==> config.mk <==
export PLATFORM = sky130hd
export DESIGN_NAME = temporizador_pisca_leds_flat
export DESIGN_NICKNAME = d
export VERILOG_FILES = /design/src/rtl/temporizador_pisca_leds_pkg.sv /design/src/rtl/temporizador_pisca_leds_if.sv /design/src/rtl/temporizador_pisca_leds_contador.sv /design/src/rtl/temporizador_pisca_leds.sv /design/src/flat_wrapper.sv
export SDC_FILE = /design/constraint.sdc
export NUM_CORES = 1
export LEC_CHECK = 0
export ABC_AREA = 1
export BUFFER_PORTS_ARGS = -buffer_cell sky130_fd_sc_hd__buf_2
export CORE_ASPECT_RATIO = 1.5
export CORE_MARGIN = 2
export CORE_UTILIZATION = 40
export DETAILED_ROUTE_END_ITERATION = 10
export PLACE_DENSITY = 0.62
export SLEW_MARGIN = 30
export SYNTH_ARGS = -nofsm -noshare
export SYNTH_HDL_FRONTEND = slang
export SYNTH_SLANG_ARGS = --single-unit
==> constraint.sdc <==
create_clock -name clock -period 1.4 [get_ports clock]
set_input_delay 0.28 -clock clock [delete_from_list [all_inputs] [get_ports clock]]
set_output_delay 0.28 -clock clock [all_outputs]
set_load 0.05 [all_outputs]
==> src/rtl/temporizador_pisca_leds_pkg.sv <==
// Shared definitions for the hit-blink timer: FSM state encodings, default timing constants
// and the counter width helper.
// Latency: n/a (types and constants only). Backpressure: n/a.
package pisca_pkg;

    typedef enum logic [1:0] {
        OCIOSO    = 2'b00,
        ACESO     = 2'b01,
        APAGADO   = 2'b10,
        CONCLUIDO = 2'b11
    } estado_t;

    localparam int T_ON_PADRAO       = 25_000_000;
    localparam int T_OFF_PADRAO      = 25_000_000;
    localparam int N_PISCADAS_PADRAO = 3;

    // A counter modulo m needs $clog2(m) bits. At least one bit is kept so a modulus of 1
    // (a single blink) still gives a legal vector.
    function automatic int larguraContador(input int m);
        return (m > 2) ? $clog2(m) : 1;
    endfunction

endpackage

==> src/rtl/temporizador_pisca_leds_if.sv <==
// Bus between the game control unit (master) and the hit-blink timer (slave).
// Latency: n/a (wires only). Backpressure: none; the enables are plain per-cycle strobes.
// Ports: zeraPisca/contaLedsOn/contaLedsOff/contaPiscadas from the master;
//        fimLedsOn/fimLedsOff/fimPiscaLeds/leds_acesos/erro/db_estado from the slave.
interface temporizador_pisca_leds_if;

    logic       zeraPisca;
    logic       contaLedsOn;
    logic       contaLedsOff;
    logic       contaPiscadas;
    logic       fimLedsOn;
    logic       fimLedsOff;
    logic       fimPiscaLeds;
    logic       leds_acesos;
    logic       erro;
    logic [1:0] db_estado;

    modport master (
        output zeraPisca, contaLedsOn, contaLedsOff, contaPiscadas,
        input  fimLedsOn, fimLedsOff, fimPiscaLeds, leds_acesos, erro, db_estado
    );

    modport slave (
        input  zeraPisca, contaLedsOn, contaLedsOff, contaPiscadas,
        output fimLedsOn, fimLedsOff, fimPiscaLeds, leds_acesos, erro, db_estado
    );

endinterface

==> src/rtl/temporizador_pisca_leds_contador.sv <==
// Modulo-M counter: advances on conta, wraps to 0 after M-1, fim flags the terminal count.
// Latency: Q updates on the edge after conta; fim is combinational from Q (zero latency).
// Backpressure: none; zera is a synchronous clear that wins over conta.
// Ports: clock, reset_n (async, active-low), zera, conta, Q (count), fim (Q == M-1).
module contador_m
    import pisca_pkg::*;
#(
    parameter int M = 4
) (
    input  logic                          clock,
    input  logic                          reset_n,
    input  logic                          zera,
    input  logic                          conta,
    output logic [larguraContador(M)-1:0] Q,
    output logic                          fim
);

    localparam int W = larguraContador(M);

    assign fim = (Q == W'(M - 1));

    always_ff @(posedge clock or negedge reset_n) begin
        if (!reset_n) begin
            Q <= '0;
        end else if (zera) begin
            Q <= '0;
        end else if (conta) begin
            Q <= fim ? '0 : Q + W'(1);
        end
    end

endmodule

==> src/rtl/temporizador_pisca_leds.sv <==
// Hit-blink timer: times LED on/off phases and counts blinks for the game control unit.
// Latency: fim* flags are zero-latency decodes of registers; FSM, leds_acesos, erro update next edge.
// Backpressure: none; asserting contaLedsOn and contaLedsOff together freezes everything and sets erro.
// Ports: clock, reset_n (async, active-low), bus (slave side of temporizador_pisca_leds_if).
module temporizador_pisca_leds
    import pisca_pkg::*;
#(
    parameter int T_ON       = T_ON_PADRAO,
    parameter int T_OFF      = T_OFF_PADRAO,
    parameter int N_PISCADAS = N_PISCADAS_PADRAO
) (
    input  logic                            clock,
    input  logic                            reset_n,
    temporizador_pisca_leds_if.slave        bus
);

    localparam int WP = larguraContador(N_PISCADAS);

    estado_t                             estado;
    estado_t                             estadoProx;
    logic                                ledsQ;
    logic                                ledsProx;
    logic                                erroQ;
    logic [WP-1:0]                       cntPisc;
    logic [larguraContador(T_ON)-1:0]    cntOn;
    logic [larguraContador(T_OFF)-1:0]   cntOff;
    logic                                fimOn;
    logic                                fimOff;
    logic                                fimPisc;
    logic                                conflito;
    logic                                contaOn;
    logic                                contaOff;
    logic                                concluiAceso;
    logic                                concluiApagado;
    logic                                unusedContagens;

    // A simultaneous on/off request is ambiguous, so neither counter is allowed to move.
    assign conflito       = bus.contaLedsOn & bus.contaLedsOff;
    assign contaOn        = bus.contaLedsOn & ~conflito;
    assign contaOff       = bus.contaLedsOff & ~conflito;
    assign concluiAceso   = contaOn & fimOn;
    assign concluiApagado = contaOff & fimOff;

    contador_m #(.M(T_ON)) uContadorOn (
        .clock   (clock),
        .reset_n (reset_n),
        .zera    (bus.zeraPisca),
        .conta   (contaOn),
        .Q       (cntOn),
        .fim     (fimOn)
    );

    contador_m #(.M(T_OFF)) uContadorOff (
        .clock   (clock),
        .reset_n (reset_n),
        .zera    (bus.zeraPisca),
        .conta   (contaOff),
        .Q       (cntOff),
        .fim     (fimOff)
    );

    // Only the terminal flags of the phase counters matter at this level.
    assign unusedContagens = ^{cntOn, cntOff};

    // Blink counter: one step per completed on-phase, saturating on the last blink.
    assign fimPisc = (cntPisc == WP'(N_PISCADAS - 1));

    always_ff @(posedge clock or negedge reset_n) begin
        if (!reset_n) begin
            cntPisc <= '0;
        end else if (bus.zeraPisca) begin
            cntPisc <= '0;
        end else if (bus.contaPiscadas && concluiAceso && !fimPisc) begin
            cntPisc <= cntPisc + WP'(1);
        end
    end

    // Sticky conflict flag.
    always_ff @(posedge clock or negedge reset_n) begin
        if (!reset_n) begin
            erroQ <= 1'b0;
        end else if (bus.zeraPisca) begin
            erroQ <= 1'b0;
        end else if (conflito) begin
            erroQ <= 1'b1;
        end
    end

    // FSM state register; leds_acesos is registered alongside so it tracks ACESO exactly.
    always_ff @(posedge clock or negedge reset_n) begin
        if (!reset_n) begin
            estado <= OCIOSO;
            ledsQ  <= 1'b0;
        end else begin
            estado <= estadoProx;
            ledsQ  <= ledsProx;
        end
    end

    // FSM next state. Enables that do not fit the current state are ignored here even
    // though they still move the counters.
    always_comb begin
        estadoProx = estado;
        if (bus.zeraPisca) begin
            estadoProx = OCIOSO;
        end else if (!conflito) begin
            case (estado)
                OCIOSO:    if (bus.contaLedsOn) estadoProx = ACESO;
                ACESO:     if (concluiAceso)    estadoProx = fimPisc ? CONCLUIDO : APAGADO;
                APAGADO:   if (concluiApagado)  estadoProx = ACESO;
                CONCLUIDO: estadoProx = CONCLUIDO;
                default:   estadoProx = OCIOSO;
            endcase
        end
    end

    // FSM outputs.
    always_comb begin
        ledsProx = 1'b0;
        if (estadoProx == ACESO) begin
            ledsProx = 1'b1;
        end
    end

    assign bus.fimLedsOn    = fimOn;
    assign bus.fimLedsOff   = fimOff;
    assign bus.fimPiscaLeds = fimPisc;
    assign bus.leds_acesos  = ledsQ;
    assign bus.erro         = erroQ;
    assign bus.db_estado    = estado;

endmodule

==> src/flat_wrapper.sv <==
// flat-port wrapper written by rule: the top's interface ports become plain ports
module temporizador_pisca_leds_flat import pisca_pkg::*;
#(
    parameter int T_ON       = T_ON_PADRAO,
    parameter int T_OFF      = T_OFF_PADRAO,
    parameter int N_PISCADAS = N_PISCADAS_PADRAO
)
  (clock, reset_n, bus_zeraPisca, bus_contaLedsOn, bus_contaLedsOff, bus_contaPiscadas, bus_fimLedsOn, bus_fimLedsOff, bus_fimPiscaLeds, bus_leds_acesos, bus_erro, bus_db_estado);
  temporizador_pisca_leds_if bus_i ();
  input  logic clock;
  input  logic reset_n;
  input wire logic [$bits(bus_i.zeraPisca)-1:0] bus_zeraPisca;
  input wire logic [$bits(bus_i.contaLedsOn)-1:0] bus_contaLedsOn;
  input wire logic [$bits(bus_i.contaLedsOff)-1:0] bus_contaLedsOff;
  input wire logic [$bits(bus_i.contaPiscadas)-1:0] bus_contaPiscadas;
  output wire logic [$bits(bus_i.fimLedsOn)-1:0] bus_fimLedsOn;
  output wire logic [$bits(bus_i.fimLedsOff)-1:0] bus_fimLedsOff;
  output wire logic [$bits(bus_i.fimPiscaLeds)-1:0] bus_fimPiscaLeds;
  output wire logic [$bits(bus_i.leds_acesos)-1:0] bus_leds_acesos;
  output wire logic [$bits(bus_i.erro)-1:0] bus_erro;
  output wire logic [$bits(bus_i.db_estado)-1:0] bus_db_estado;
  assign bus_i.zeraPisca = bus_zeraPisca;
  assign bus_i.contaLedsOn = bus_contaLedsOn;
  assign bus_i.contaLedsOff = bus_contaLedsOff;
  assign bus_i.contaPiscadas = bus_contaPiscadas;
  assign bus_fimLedsOn = bus_i.fimLedsOn;
  assign bus_fimLedsOff = bus_i.fimLedsOff;
  assign bus_fimPiscaLeds = bus_i.fimPiscaLeds;
  assign bus_leds_acesos = bus_i.leds_acesos;
  assign bus_erro = bus_i.erro;
  assign bus_db_estado = bus_i.db_estado;
  temporizador_pisca_leds #(.T_ON(T_ON), .T_OFF(T_OFF), .N_PISCADAS(N_PISCADAS)) u_core (.clock(clock), .reset_n(reset_n), .bus(bus_i));
endmodule
==> insert_results.sql, run 1 <==
INSERT INTO impl_metrics (metric_group, metric, value, unit) VALUES
('power_and_ir_drop', 'worst_supply_voltage_drop_on_vdd', '0.0006092', 'V'),
('global_routing', 'maximum_number_of_pins_on_one_net_before_global_route_repair', '22', ''),
('die', 'placeableCoreArea', '9200', 'sq um'),
('global_routing', 'groute.usage.overall', '25.67', '%'),
('power_and_ir_drop', 'power_report.internal_total', '2.866', 'mW'),
('final_layout', 'num-fill-cells', '752', ''),
('yosys', 'seq_area_frac_synth', '37.06', '%'),
('timing', 'clock-skew-final', '0.008165', 'ns'),
('yosys', 'synth_cell_area', '3781', 'sq um'),
('global_routing', 'first_global_vias', '4521', ''),
('timing', 'slew_viol_final', '0', ''),
('critical_path', 'startpoint_type', 'register', ''),
('critical_path', 'critical_path_required', '1.12', 'ns'),
('die', 'die_h', '123.1', 'um'),
('final_layout', 'register_area', '1405', 'sq um'),
('power_and_ir_drop', 'power.share.clock', '40.3', '%'),
('drt', 'detail_route.vias_per_cell', '5.339', ''),
('yosys', 'synth_warnings', '0', ''),
('timing', 'postLayoutSetupSlackWorst', '-0.4466', 'ns'),
('yosys', 'ys_dominant_reg_cell', 'dfrtp_1', ''),
('placed_design', 'post-dp-hpwl', '9345', 'um'),
('critical_path', 'worst_ep_arrival_time', '1.57', 'ns'),
('critical_path', 'path_delay_family', 'simple AND/OR/NAND/NOR gates', ''),
('final_layout', 'num-nets-final', '730', ''),
('timing', 'worstMarginPinSlew', '0.3928', 'ns'),
('min_path', 'min-delay-path-class', 'input port to register', ''),
('critical_path', 'cp.depth', '5', ''),
('die', 'floorplan.initialDensity', '41.10', '%'),
('final_layout', 'postLayoutCellArea', '6053', 'sq um'),
('global_routing', 'globalRouteOverflowTotal', '0', ''),
('die', 'row_count', '43', ''),
('drt', 'dr.pass1.iters', '5', ''),
('power_and_ir_drop', 'totalPowerFinal', '3.836', 'mW'),
('yosys', 'yosys-top-cells-count', 'nand2_1 (140), nor2_1 (75), inv_1 (67)', ''),
('timing', 'finalHoldViolCount', '0', ''),
('clock_tree', 'clock_path_buffers', '2', ''),
('final_layout', 'area.growth.synth_to_final', '60.09', '%'),
('yosys', 'post_synth_num_cell_types', '34', ''),
('power_and_ir_drop', 'total_switching_power', '0.9697', 'mW'),
('placed_design', 'place_worst_setup_slack', '-0.2737', 'ns'),
('final_layout', 'final_core_utilization', '65.80', '%'),
('yosys', 'post-synth-top-count-cell', 'nand2_1', ''),
('placed_design', 'port-buffer-count', '12', ''),
('drt', 'drt-wirelength-per-cell', '16.44', 'um'),
('yosys', 'synthCells', '556', ''),
('timing', 'period_utilization_post_route', '131.9', '%'),
('timing', 'final-setup-viol-count', '57', ''),
('drt', 'route.detailed.drc', '0', ''),
('drt', 'detail_route.wirelength', '13710', 'um'),
('clock_tree', 'tritoncts_clock_tree', 'yes', ''),
('critical_path', 'cp_slowest_stage_delay', '0.39', 'ns'),
('clock_tree', 'clock_insertion_delay_worst_skew', '0.30', 'ns'),
('final_layout', 'diodes', '0', ''),
('drt', 'drtIter0Drc', '250', ''),
('clock_tree', 'h_tree_levels', '2', ''),
('yosys', 'async_flop_share', '100.0', '%'),
('critical_path', 'setup.worst_path.class', 'register to output port', ''),
('job', 'number_of_max_cap_violations', '0', ''),
('timing', 'setup_total_negative_slack', '-13.61', 'ns'),
('die', 'ios', '13', ''),
('run_status', 'run_status', 'finished with violations', ''),
('clock_tree', 'ctsRootBufferMaster', 'clkbuf_16', ''),
('power_and_ir_drop', 'power_density', '633.7', 'nW/um^2'),
('run_status', 'failing_checks', 'setup timing', ''),
('power_and_ir_drop', 'leakagePower', '2.836', 'nW'),
('timing', 'timing.max_slew.rel_slack', '73.61', '%'),
('final_layout', 'multiInputGateArea', '2661', 'sq um'),
('critical_path', 'setup.worst_path.end_class', 'output port', ''),
('global_routing', 'antenna_found_initial', '0', ''),
('yosys', 'yosys.area.top_type_share', '37.06', '%'),
('critical_path', 'timing.critical_path.slowest_stage_cell', 'dfrtp_1', '');
## area by class of cell
type                       count  share of cell area, %
clock buffer                   7                  2.522
clock inverter                 1                 0.4961
inverter                      74                  5.002
multi-input combinational    418                  43.96
sequential                    56                  23.21
tap                          112                  2.315
timing repair buffer         166                  22.49
## kinds of logic after synthesis
logic type / after synthesis / share of synthesized area (%)
and+or+nand+nor: 357 / 44.51
xor gates and xnor gates: 8 / 1.853
AOI/OAI and AO/OA: 49 / 6.784
DFF: 56 / 37.06
adders and majority gates: 3 / 0.9928
buffers and inverters: 83 / 8.802
## stage by stage
step	instances	hold WS, ns
global route	834	0.3038
CTS	829	0.2798
finish	834	0.2901
global placement	797	0.1896
detailed placement	797	0.1973
floorplan	556	-0.01559
## final timing paths
kind	start	to	slack (ns)
max	u_core.uContadorOff.Q[22]	bus_fimLedsOff	-0.45
min reg2reg	u_core.uContadorOff.Q[21]	u_core.uContadorOff.Q[21]	0.52
max reg2reg	u_core.uContadorOn.Q[0]	u_core.uContadorOn.Q[24]	-0.35
min	bus_contaLedsOn	u_core.bus.erro	0.29
min in group asynchronous	reset_n	u_core.uContadorOn.Q[19]	0.42
max in group asynchronous	reset_n	u_core.uContadorOn.Q[2]	0.48
## power groups by stage
stage | sequential [mW] | clock [mW] | combinational (mW)
floorplan | 1.76 | 0 | 0.181
global placement | 1.73 | 0 | 0.435
detailed placement | 1.73 | 0 | 0.450
CTS | 1.71 | 1.58 | 0.551
global route | 1.72 | 1.64 | 0.625
finish | 1.72 | 1.55 | 0.575
## cell usage in the layout (no fill, tap or decap), types with 3 or more instances in the layout
cell,netlist,routed
nand3_2,0,14
nand2_8,0,4
nand3_4,0,3
o21ai_0,22,8
buf_4,2,129
a21oi_1,18,10
nor2_1,75,52
nor3_1,20,11
nand2_1,140,117
nor3_2,1,5
inv_1,67,57
buf_12,0,3
o21ai_2,0,3
buf_6,1,22
a21oi_2,0,7
nand2_2,15,23
a31oi_1,3,3
clkbuf_16,0,5
xor2_1,7,6
nor2_4,7,24
dfrtp_2,0,3
inv_2,7,13
nand3_1,50,33
nor3_4,1,6
dfrtp_1,56,53
nor2_2,13,20
buf_2,4,9
nand4_1,24,24
o21ai_1,3,13
nand2_4,3,14
## registers in the layout (all words and copies together), names as in the netlist
name,cells
u_core.uContadorOn.Q,25
u_core.cntPisc,2
u_core.bus.db_estado,2
u_core.bus.leds_acesos,1
u_core.uContadorOff.Q,25
u_core.bus.erro,1
## metal layers
metal  up-vias  track usage, %  routed length (um)
met4         0           18.44                 976
li1       2122               -                   -
met2       158           50.45                7631
met3        75           3.004                 439
met5         -               0                   0
met1      2098           24.37                4666
## tightest hold or removal path, stage by stage
cell	delay, ns
buf_2	0.11
nand2_1	0.09
a21oi_1	0.07
## timing repair
item	4_1_cts	5_1_grt
setup endpoints to repair	56	57
hold buffers	1	0
pin swaps	45	44
buffers inserted	32	10
endpoints found under the hold margin	8	0
gates cloned	1	0
resized for setup	91	92
No activity file was read; power rests on OpenSTA's default activity.
==> inputs of run 2 (changes only) <==
--- a/config.mk
+++ b/config.mk
@@ -7,11 +7,11 @@
 export LEC_CHECK = 0
 export ABC_AREA = 1
 export BUFFER_PORTS_ARGS = -buffer_cell sky130_fd_sc_hd__buf_2
-export CORE_ASPECT_RATIO = 1.5
+export CORE_ASPECT_RATIO = 1.25
 export CORE_MARGIN = 2
 export CORE_UTILIZATION = 40
 export DETAILED_ROUTE_END_ITERATION = 10
-export PLACE_DENSITY = 0.62
+export PLACE_DENSITY = 0.57
 export SLEW_MARGIN = 30
 export SYNTH_ARGS = -nofsm -noshare
 export SYNTH_HDL_FRONTEND = slang
==> run 2 against run 1 <==
Net effect: the flow still finishes with violations (setup timing); sequential share of layout area grew 0.47 points; clock skew decreased by 0.0028 ns; critical path depth up 1; largest power group unchanged.
==> insert_results.sql, run 2 (synthesized netlist as in run 1, its figures left out) <==
INSERT INTO impl_metrics (metric_group, metric, value, unit) VALUES
('run_status', 'run_status', 'finished with violations', ''),
('run_status', 'failing_checks', 'setup timing', ''),
('die', 'placeableCoreArea', '9174', 'sq um'),
('clock_tree', 'clock_insertion_delay_worst_skew', '0.30', 'ns'),
('final_layout', 'diodes', '0', ''),
('timing', 'timing.max_slew.rel_slack', '72.59', '%'),
('die', 'area_of_the_die', '10250', 'sq um'),
('clock_tree', 'tritoncts_clock_tree', 'yes', ''),
('final_layout', 'multiInputGateArea', '2575', 'sq um'),
('critical_path', 'worst_ep_arrival_time', '1.55', 'ns'),
('placed_design', 'place_worst_setup_slack', '-0.2452', 'ns'),
('final_layout', 'area.growth.synth_to_final', '56.78', '%'),
('clock_tree', 'tritoncts.num_buffers', '5', ''),
('min_path', 'min-delay-path-class', 'input port to register', ''),
('drt', 'drt-wirelength-per-cell', '14.77', 'um'),
('critical_path', 'startpoint_type', 'register', ''),
('global_routing', 'maximum_number_of_pins_on_one_net_before_global_route_repair', '21', ''),
('final_layout', 'layout.cells.most_common', 'buf_4', ''),
('final_layout', 'num-fill-cells', '828', ''),
('die', 'floorplan.initialDensity', '41.22', '%'),
('die', 'die_h', '112.7', 'um'),
('global_routing', 'groute.usage.overall', '24.80', '%'),
('timing', 'finalHoldViolCount', '0', ''),
('drt', 'drtIter0Drc', '152', ''),
('placed_design', 'place_congestion', '0.9382', ''),
('critical_path', 'critical_path_required', '1.12', 'ns'),
('final_layout', 'postLayoutCellArea', '5928', 'sq um'),
('job', 'number_of_max_cap_violations', '0', ''),
('timing', 'rsz0062_at_grt', 'yes', ''),
('global_routing', 'antenna_found_initial', '0', ''),
('final_layout', 'num-nets-final', '728', ''),
('timing', 'clock-skew-final', '0.005316', 'ns'),
('power_and_ir_drop', 'leakagePower', '2.797', 'nW'),
('global_routing', 'globalRouteOverflowTotal', '0', ''),
('die', 'ios', '13', ''),
('final_layout', 'register_area', '1404', 'sq um'),
('clock_tree', 'h_tree_levels', '2', ''),
('drt', 'detail_route.vias_per_cell', '5.123', ''),
('placed_design', 'post-dp-hpwl', '9365', 'um'),
('timing', 'final-setup-viol-count', '54', ''),
('timing', 'achievable-frequency', '0.5472', 'GHz'),
('timing', 'post-route-min-period', '1.827', 'ns'),
('drt', 'via_count', '4319', ''),
('timing', 'period_utilization_post_route', '130.5', '%'),
('power_and_ir_drop', 'power_density', '632.7', 'nW/um^2'),
('global_routing', 'first_global_vias', '4368', ''),
('timing', 'worstMarginPinSlew', '0.4081', 'ns'),
('critical_path', 'setup.worst_path.end_class', 'output port', ''),
('die', 'row_count', '39', ''),
('die', 'die_width', '90.96', 'um'),
('placed_design', 'port-buffer-count', '12', ''),
('final_layout', 'layout.cells.most_common_list', 'buf_4 (131), nand2_1 (118), inv_1 (61)', ''),
('drt', 'route.detailed.drc', '0', ''),
('global_routing', 'grt_pass1_wl', '20210', 'um'),
('clock_tree', 'ctsRootBufferMaster', 'clkbuf_16', ''),
('clock_tree', 'clock_path_buffers', '2', ''),
('clock_tree', 'cts.sink_count', '56', ''),
('final_layout', 'drive_above_1_share', '43.89', '%'),
('drt', 'number_of_nets_still_failing_antenna_checks_after_routing', '0', ''),
('placed_design', 'dpl-instance-area', '5046', 'sq um'),
('drt', 'dr.pass1.iters', '4', ''),
('final_layout', 'largest_registers', 'u_core.uContadorOff.Q: 25 flops, u_core.uContadorOn.Q: 25 flops', ''),
('drt', 'detail_route.wirelength', '12450', 'um'),
('clock_tree', 'clk_transition_reported_paths', '0.07', 'ns'),
('power_and_ir_drop', 'worst_supply_voltage_drop_on_vdd', '0.0005752', 'V'),
('timing', 'postLayoutSetupSlackWorst', '-0.4275', 'ns'),
('critical_path', 'critical_path.max_fanout', '2', ''),
('timing', 'slew_viol_final', '0', ''),
('critical_path', 'setup.worst_path.class', 'register to output port', '');
run 2: changes by cell type in the layout (fill, tap and decap cells not counted), moves of 3 or more:
cell,change
nor3_2,+6
nor2_4,-5
buf_6,-6
nor3_1,-3
nor2_1,+8
inv_1,+4
inv_2,-4
o21ai_2,+7
o21ai_0,-5
nor2_2,-3
nor3_4,-3
run 2: stage by stage:
step / total power, mW / util, % / std cells / hold WS, ns / TNS (ns)
floorplan: 1.944 / - / 556 / -0.01559 / -1.928
global placement: 2.196 / 55.01 / 815 / 0.1707 / -7.024
detailed placement: 2.218 / 55.01 / 815 / 0.1733 / -9.163
CTS: 3.722 / 61.29 / 837 / 0.2740 / -15.33
global route: 3.910 / 64.62 / 843 / 0.2889 / -21.03
finish: 3.751 / 64.62 / 843 / 0.2776 / -16.18
run 2: what timing repair did:
| item | 4_1_cts | 5_1_grt |
|---|---|---|
| setup endpoints to repair | 57 | 58 |
| resized for setup | 88 | 69 |
| pin swaps | 42 | 39 |
| hold buffers | 1 | 0 |
| endpoints found under the hold margin | 7 | 0 |
| buffers inserted | 12 | 7 |
| gates cloned | 2 | 0 |
run 2: layout make-up:
cell class                      instances  share of cell area [%]
Multi-Input combinational cell        419                   43.44
Timing Repair Buffer                  163                   22.41
Tap cell                              123                   2.596
Inverter                               74                   5.108
Clock buffer                            6                   2.174
Clock inverter                          2                  0.5910
Sequential cell                        56                   23.68
run 2: report_power, final:
group,switching (mW),leakage [nW],internal (mW)
combinational,0.325,1.94,0.279
sequential,0.0441,0.773,1.67
clock,0.592,0.0808,0.844
run 2: worst paths after layout:
kind	slack, ns	startpoint	cells after the start	end
worst max-delay path	-0.43	u_core.uContadorOff.Q[0]	6	bus_fimLedsOff
worst min-delay path	0.28	bus_contaLedsOn	3	u_core.bus.erro
worst max register to register	-0.43	u_core.uContadorOff.Q[0]	12	u_core.uContadorOff.Q[20]
worst min register to register	0.52	u_core.bus.erro	2	u_core.bus.erro
max in group asynchronous	0.56	reset_n	3	u_core.uContadorOn.Q[2]
min in group asynchronous	0.39	reset_n	2	u_core.uContadorOn.Q[21]
run 2: per-layer routing:
layer / track usage [%] / share of wire, %
met2: 47.31 / 55
met4: 16.16 / 6.2
met5: 0 / 0
met1: 25.17 / 37
met3: 2.929 / 2.3
run 2: worst max-delay path: stages, from the launching register on:
cell and delay [ns]:
dfrtp_1 0.37, ha_2 0.22, nand2_4 0.06, nor2_4 0.11, nand3_2 0.09, nor3_4 0.21, buf_6 0.18
